<file path="config.mk">
export PLATFORM = sky130hd
export DESIGN_NAME = modulo_medidor_frequencia
export DESIGN_NICKNAME = d
export VERILOG_FILES = /design/src/rtl/modulo_medidor_frequencia_pkg.sv /design/src/rtl/modulo_sincronizador_borda.sv /design/src/rtl/modulo_medidor_frequencia.sv
export SDC_FILE = /design/constraint.sdc
export NUM_CORES = 1
export LEC_CHECK = 0
export ABC_AREA = 0
export ABC_CLOCK_PERIOD_IN_PS = 2130
export BUFFER_PORTS_ARGS = -buffer_cell sky130_fd_sc_hd__buf_2
export CAP_MARGIN = 20
export CORE_MARGIN = 3
export CORE_UTILIZATION = 30
export CTS_BUF_LIST = sky130_fd_sc_hd__clkbuf_4 sky130_fd_sc_hd__clkbuf_8 sky130_fd_sc_hd__clkbuf_16
export DETAILED_ROUTE_END_ITERATION = 6
export GPL_TIMING_DRIVEN = 0
export HOLD_SLACK_MARGIN = 0.12
export SETUP_SLACK_MARGIN = 0.2
export SYNTH_ARGS = -nofsm -noshare
export SYNTH_HDL_FRONTEND = slang
export SYNTH_HIERARCHICAL = 1
export SYNTH_SLANG_ARGS = --single-unit
</file>
<file path="constraint.sdc">
create_clock -name clk -period 2.13 [get_ports clk]
set_input_delay 0.213 -clock clk [delete_from_list [all_inputs] [get_ports clk]]
set_output_delay 0.213 -clock clk [all_outputs]
set_load 0.005 [all_outputs]
</file>
<file path="src/rtl/modulo_medidor_frequencia_pkg.sv">
// Shared definitions for the frequency meter: FSM state encoding and default gate length.
package modulo_medidor_frequencia_pkg;

  typedef enum logic [1:0] {
    StIdle    = 2'd0,
    StMeasure = 2'd1,
    StDone    = 2'd2
  } state_e;

  // 1 s window at a 50 MHz system clock
  localparam int unsigned GATE_CYCLES_DEFAULT = 50_000_000;

endpackage

</file>
<file path="src/rtl/modulo_sincronizador_borda.sv">
// Two-flop synchronizer for an asynchronous input followed by a rising-edge detector.
module modulo_sincronizador_borda (
  input  logic clk,
  input  logic clr,
  input  logic d,
  output logic edge_det
);

  logic r_sync1;
  logic r_sync2;
  logic r_prev;

  always_ff @(posedge clk or negedge clr) begin
    if (!clr) begin
      r_sync1 <= 1'b0;
      r_sync2 <= 1'b0;
      r_prev  <= 1'b0;
    end else begin
      r_sync1 <= d;
      r_sync2 <= r_sync1;
      r_prev  <= r_sync2;
    end
  end

  assign edge_det = r_sync2 & ~r_prev;

endmodule

</file>
<file path="src/rtl/modulo_medidor_frequencia.sv">
// Frequency meter: counts synchronized rising edges of sig_in over a GATE_CYCLES window
// and publishes the saturated count with a one-cycle valid strobe.
module modulo_medidor_frequencia
  import modulo_medidor_frequencia_pkg::*;
#(
  parameter int unsigned GATE_CYCLES = GATE_CYCLES_DEFAULT,
  parameter int unsigned GATE_W      = 26,
  parameter int unsigned CNT_W       = 20
) (
  input  logic             clk,
  input  logic             clr,
  input  logic             sig_in,
  input  logic             start,
  input  logic             continuous,
  output logic             busy,
  output logic [CNT_W-1:0] freq_count,
  output logic             valid,
  output logic             overflow
);

  localparam logic [GATE_W-1:0] GateLast = GATE_W'(GATE_CYCLES - 1);
  localparam logic [CNT_W-1:0]  CntMax   = '1;

  state_e            r_state;
  logic [GATE_W-1:0] r_gate_cnt;
  logic [CNT_W-1:0]  r_edge_cnt;
  logic              r_ovf_flag;
  logic [CNT_W-1:0]  r_freq_count;
  logic              r_overflow;

  logic              w_edge;
  logic [CNT_W-1:0]  w_edge_next;
  logic              w_ovf_next;

  modulo_sincronizador_borda u_sincronizador (
    .clk      (clk),
    .clr      (clr),
    .d        (sig_in),
    .edge_det (w_edge)
  );

  // Saturating edge count; an increment attempted at the ceiling flags overflow instead.
  always_comb begin
    w_edge_next = r_edge_cnt;
    w_ovf_next  = r_ovf_flag;
    if (w_edge) begin
      if (r_edge_cnt == CntMax) begin
        w_ovf_next = 1'b1;
      end else begin
        w_edge_next = r_edge_cnt + CNT_W'(1);
      end
    end
  end

  always_ff @(posedge clk or negedge clr) begin
    if (!clr) begin
      r_state      <= StIdle;
      r_gate_cnt   <= '0;
      r_edge_cnt   <= '0;
      r_ovf_flag   <= 1'b0;
      r_freq_count <= '0;
      r_overflow   <= 1'b0;
    end else begin
      case (r_state)
        StIdle: begin
          if (start || continuous) begin
            r_state    <= StMeasure;
            r_gate_cnt <= '0;
            r_edge_cnt <= '0;
            r_ovf_flag <= 1'b0;
          end
        end
        StMeasure: begin
          r_gate_cnt <= r_gate_cnt + GATE_W'(1);
          r_edge_cnt <= w_edge_next;
          r_ovf_flag <= w_ovf_next;
          // The last gate cycle's edge is still included in the published count.
          if (r_gate_cnt == GateLast) begin
            r_freq_count <= w_edge_next;
            r_overflow   <= w_ovf_next;
            r_state      <= StDone;
          end
        end
        StDone: begin
          if (continuous) begin
            r_state    <= StMeasure;
            r_gate_cnt <= '0;
            r_edge_cnt <= '0;
            r_ovf_flag <= 1'b0;
          end else begin
            r_state <= StIdle;
          end
        end
        default: r_state <= StIdle;
      endcase
    end
  end

  assign busy       = (r_state == StMeasure);
  assign valid      = (r_state == StDone);
  assign freq_count = r_freq_count;
  assign overflow   = r_overflow;

endmodule
</file>
==> flow_summary.json <==
{
  "status": "finished clean",
  "drtAntennaViolNets": 0,
  "path_buf_inv": 1,
  "syn_area_mm2": 0.00382,
  "overflow": 0,
  "synth.area.top_cells": "dfrtp_1 48%, nand2_1 4.1%, xor2_1 3.7%",
  "syn_avg_cell_area_um2": 9.41,
  "final_area_mm2": 0.00523,
  "die-area_mm2": 0.0141,
  "dpl_cell_area_mm2": 0.00425,
  "cap_violations": 0,
  "die_h_um": 119,
  "rows": 40,
  "crit_end": "freq_count[7]",
  "cts_buffers": 9,
  "clk_latency_ns": 0.34,
  "yosys.area_share.simple_pct": 24.2,
  "synth-xor-area-share_pct": 6.42,
  "synthTopCellsByCount": "73 x dfrtp_1, 42 x nand2_1, 36 x nor2_1, 25 x o21ai_0",
  "maxSlewHeadroom_pct": 60.2,
  "r2r-end": "freq_count[7]",
  "ir_worst_vdd_v": 0.000354,
  "grt_pass1_vias": 3424,
  "period_needed_ns": 2.05,
  "cp-end-kind": "flip-flop",
  "power.total_mw": 3.88,
  "antenna_found_initial": 0,
  "synthArstFlopShare_pct": 100,
  "ys.warnings.count": 6,
  "coreArea_mm2": 0.0122,
  "hold_class": "input pin to flip-flop",
  "routed_wl_um": 10700,
  "cts_tree": "yes",
  "cp-startpoint": "r_gate_cnt[1]",
  "synth-compound-area-share_pct": 16.1,
  "start_kind": "flip-flop",
  "synth_seq_cells": 73,
  "crit_required_ns": 2.40,
  "grt_max_degree": 51,
  "critPathMaxFanout": 7,
  "synth_flop_cell": "dfrtp_1",
  "clk_path_buf_depth": 2,
  "port_buffers": 27,
  "yosysTopAreaCell": "dfrtp_1",
  "tightest_slew_ns": 0.596,
  "fin_nets": 498,
  "synth_fa_ha_area_share_pct": 0.655,
  "crit_type": "flip-flop to flip-flop",
  "fin_skew_ns": 0.00844,
  "slowest_stage": "or4_4",
  "gp_congestion": 0.818,
  "grt.total_usage_pct": 15.1,
  "synthToLayoutAreaGrowth_pct": 36.9,
  "yosys.area.top_type_share_pct": 47.8,
  "grt_pass1_wl_um": 17200,
  "p_leak_nw": 2.30,
  "path_delay_family": "simple AND/OR/NAND/NOR gates",
  "synthMuxAreaShare_pct": 1.67,
  "drc_errors": 0,
  "yosysMostFrequentCell": "dfrtp_1",
  "viasPerCell": 5.35,
  "cpPeakStageDelay_ns": 0.42,
  "synth_edf_count": 0,
  "cp_data_arrival_time_ns": 2.32,
  "drive_gt1_share_pct": 32.7,
  "hpwl_um": 6810,
  "vias": 3551,
  "root_buffer": "clkbuf_16",
  "finalSetupTns_ns": 0,
  "powerDensity_mw_per_mm2": 742,
  "synth_top_family_by_area": "simple AND/OR/NAND/NOR gates",
  "fp.dieW_um": 119,
  "cp.depth": 7,
  "insertedDiodeCount": 0,
  "crit_chain": "ha_4, nand3_4, or4_4, or2_4, buf_8, or4_1, nand3_1",
  "start_util_pct": 31.3,
  "rsz0062_at_grt": "yes",
  "path_clk_slew_ns": 0.06,
  "wl_per_cell_um": 16.2,
  "cts.sinks": 73,
  "fmax_mhz": 489,
  "reg2reg_from": "r_gate_cnt[1]",
  "syn_nets": 413,
  "period_share_pct": 96.1,
  "hold_viol": 0,
  "setup_viol": 0,
  "syn_inst": 406,
  "slew_violations": 0,
  "htree_levels": 3,
  "reg2reg_slack_ns": 0.08,
  "ff2ff_path_depth": 7,
  "io_pins": 28,
  "firstDrtPassIters": 6,
  "drt_iter0_markers": 243,
  "seq_area_frac_synth_pct": 47.8,
  "yosysUniqueCellTypes": 55
}
final cells by class:
| cell class | count | area, µm² |
|---|---|---|
| Timing Repair Buffer | 74 | 528 |
| Tap cell | 168 | 210 |
| Sequential cell | 73 | 1830 |
| Inverter | 9 | 36.3 |
| Buffer | 21 | 210 |
| Fill cell | 1202 | 6980 |
| Multi-Input combinational cell | 303 | 2130 |
| Clock inverter | 3 | 15.0 |
| Clock buffer | 13 | 268 |
how the worst min path moves through the flow:
stage,startpoint,endpoint,cells after the start
2_1_floorplan,clr,freq_count[0],0
5_1_grt,clr,freq_count[3],2
6_report,continuous,r_state[0],3
3_3_place_gp,sig_in,u_sincronizador/r_sync1,1
3_5_place_dp,clr,freq_count[3],1
4_1_cts,continuous,r_state[0],3
where the power goes:
group	leakage, nW	total (mW)	switching, mW	internal, mW
logic	1.23	0.757	0.411	0.346
clock network	0.146	1.45	0.580	0.872
registers	0.928	1.67	0.154	1.52
metrics by stage:
stage	utilization (%)	setup WS, ns	hold WS [ns]	instances
3_3_place_gp	34.5	-0.474	0.333	601
4_1_cts	40.2	0.0993	0.314	649
5_1_grt	42.9	0.0249	0.352	664
2_1_floorplan	-	0.169	-0.0826	406
3_5_place_dp	34.8	-0.461	0.146	602
6_report	42.9	0.0835	0.308	664
layout by cell type, fill, tap and decap left out, drive strengths merged, types with 2 or more instances in the layout:
cell	netlist	routed
and3	6	6
or2	2	2
xnor2	12	12
nand2	42	42
ha	2	2
nand2b	4	4
xor2	16	16
dfrtp	73	73
nor4b	2	2
buf	6	83
mux2	3	3
and2	4	4
clkbuf	15	23
and4	9	9
o21a	2	2
nor2b	4	4
mux2i	3	3
dlygate4sd3	0	2
nor3	7	7
nor4	4	4
or4	14	14
or3	4	4
nor2	37	37
nand3	17	17
a21oi	14	14
o211ai	18	18
nand4	15	15
clkinv	0	3
o31ai	2	2
o21ai	31	31
a31oi	8	8
a22o	2	2
o2111ai	7	7
inv	9	9
sequential cells by signal, indices dropped and copies added, names as in the netlist:
signal / flops
u_sincronizador/r_sync2: 1
overflow: 1
u_sincronizador/r_prev: 1
u_sincronizador/r_sync1: 1
r_edge_cnt: 20
freq_count: 20
r_state: 2
r_ovf_flag: 1
r_gate_cnt: 26
tightest hold or removal path: cells and delay by family:
kind                   cells  cell delay [ns]
AOI/OAI and AO/OA          1             0.19
and+or+nand+nor            1             0.11
buffers and inverters      1             0.09
repair_timing:
action / in CTS / in global routing
pin swaps: 13 / 18
hold buffers: 2 / 0
hold endpoints to repair: 24 / 0
endpoints found under the setup margin: 68 / 58
cloned: 0 / 2
setup buffers: 29 / 13
gates resized for setup: 40 / 68
routing by layer:
layer	wire length (µm)	global-route usage, %
met4	221	5.14
met3	563	3.85
met2	5160	24.5
met5	0	0
met1	4790	19.6
cells by family after synthesis:
logic type,Yosys count
buffers and inverters,30
adder cells (fa/ha/maj),2
AND/OR/NAND/NOR,173
XOR/XNOR,28
AO/OA/AOI/OAI,94
flip-flops,73
multiplexers,6
(Power assumes the default switching activity.)
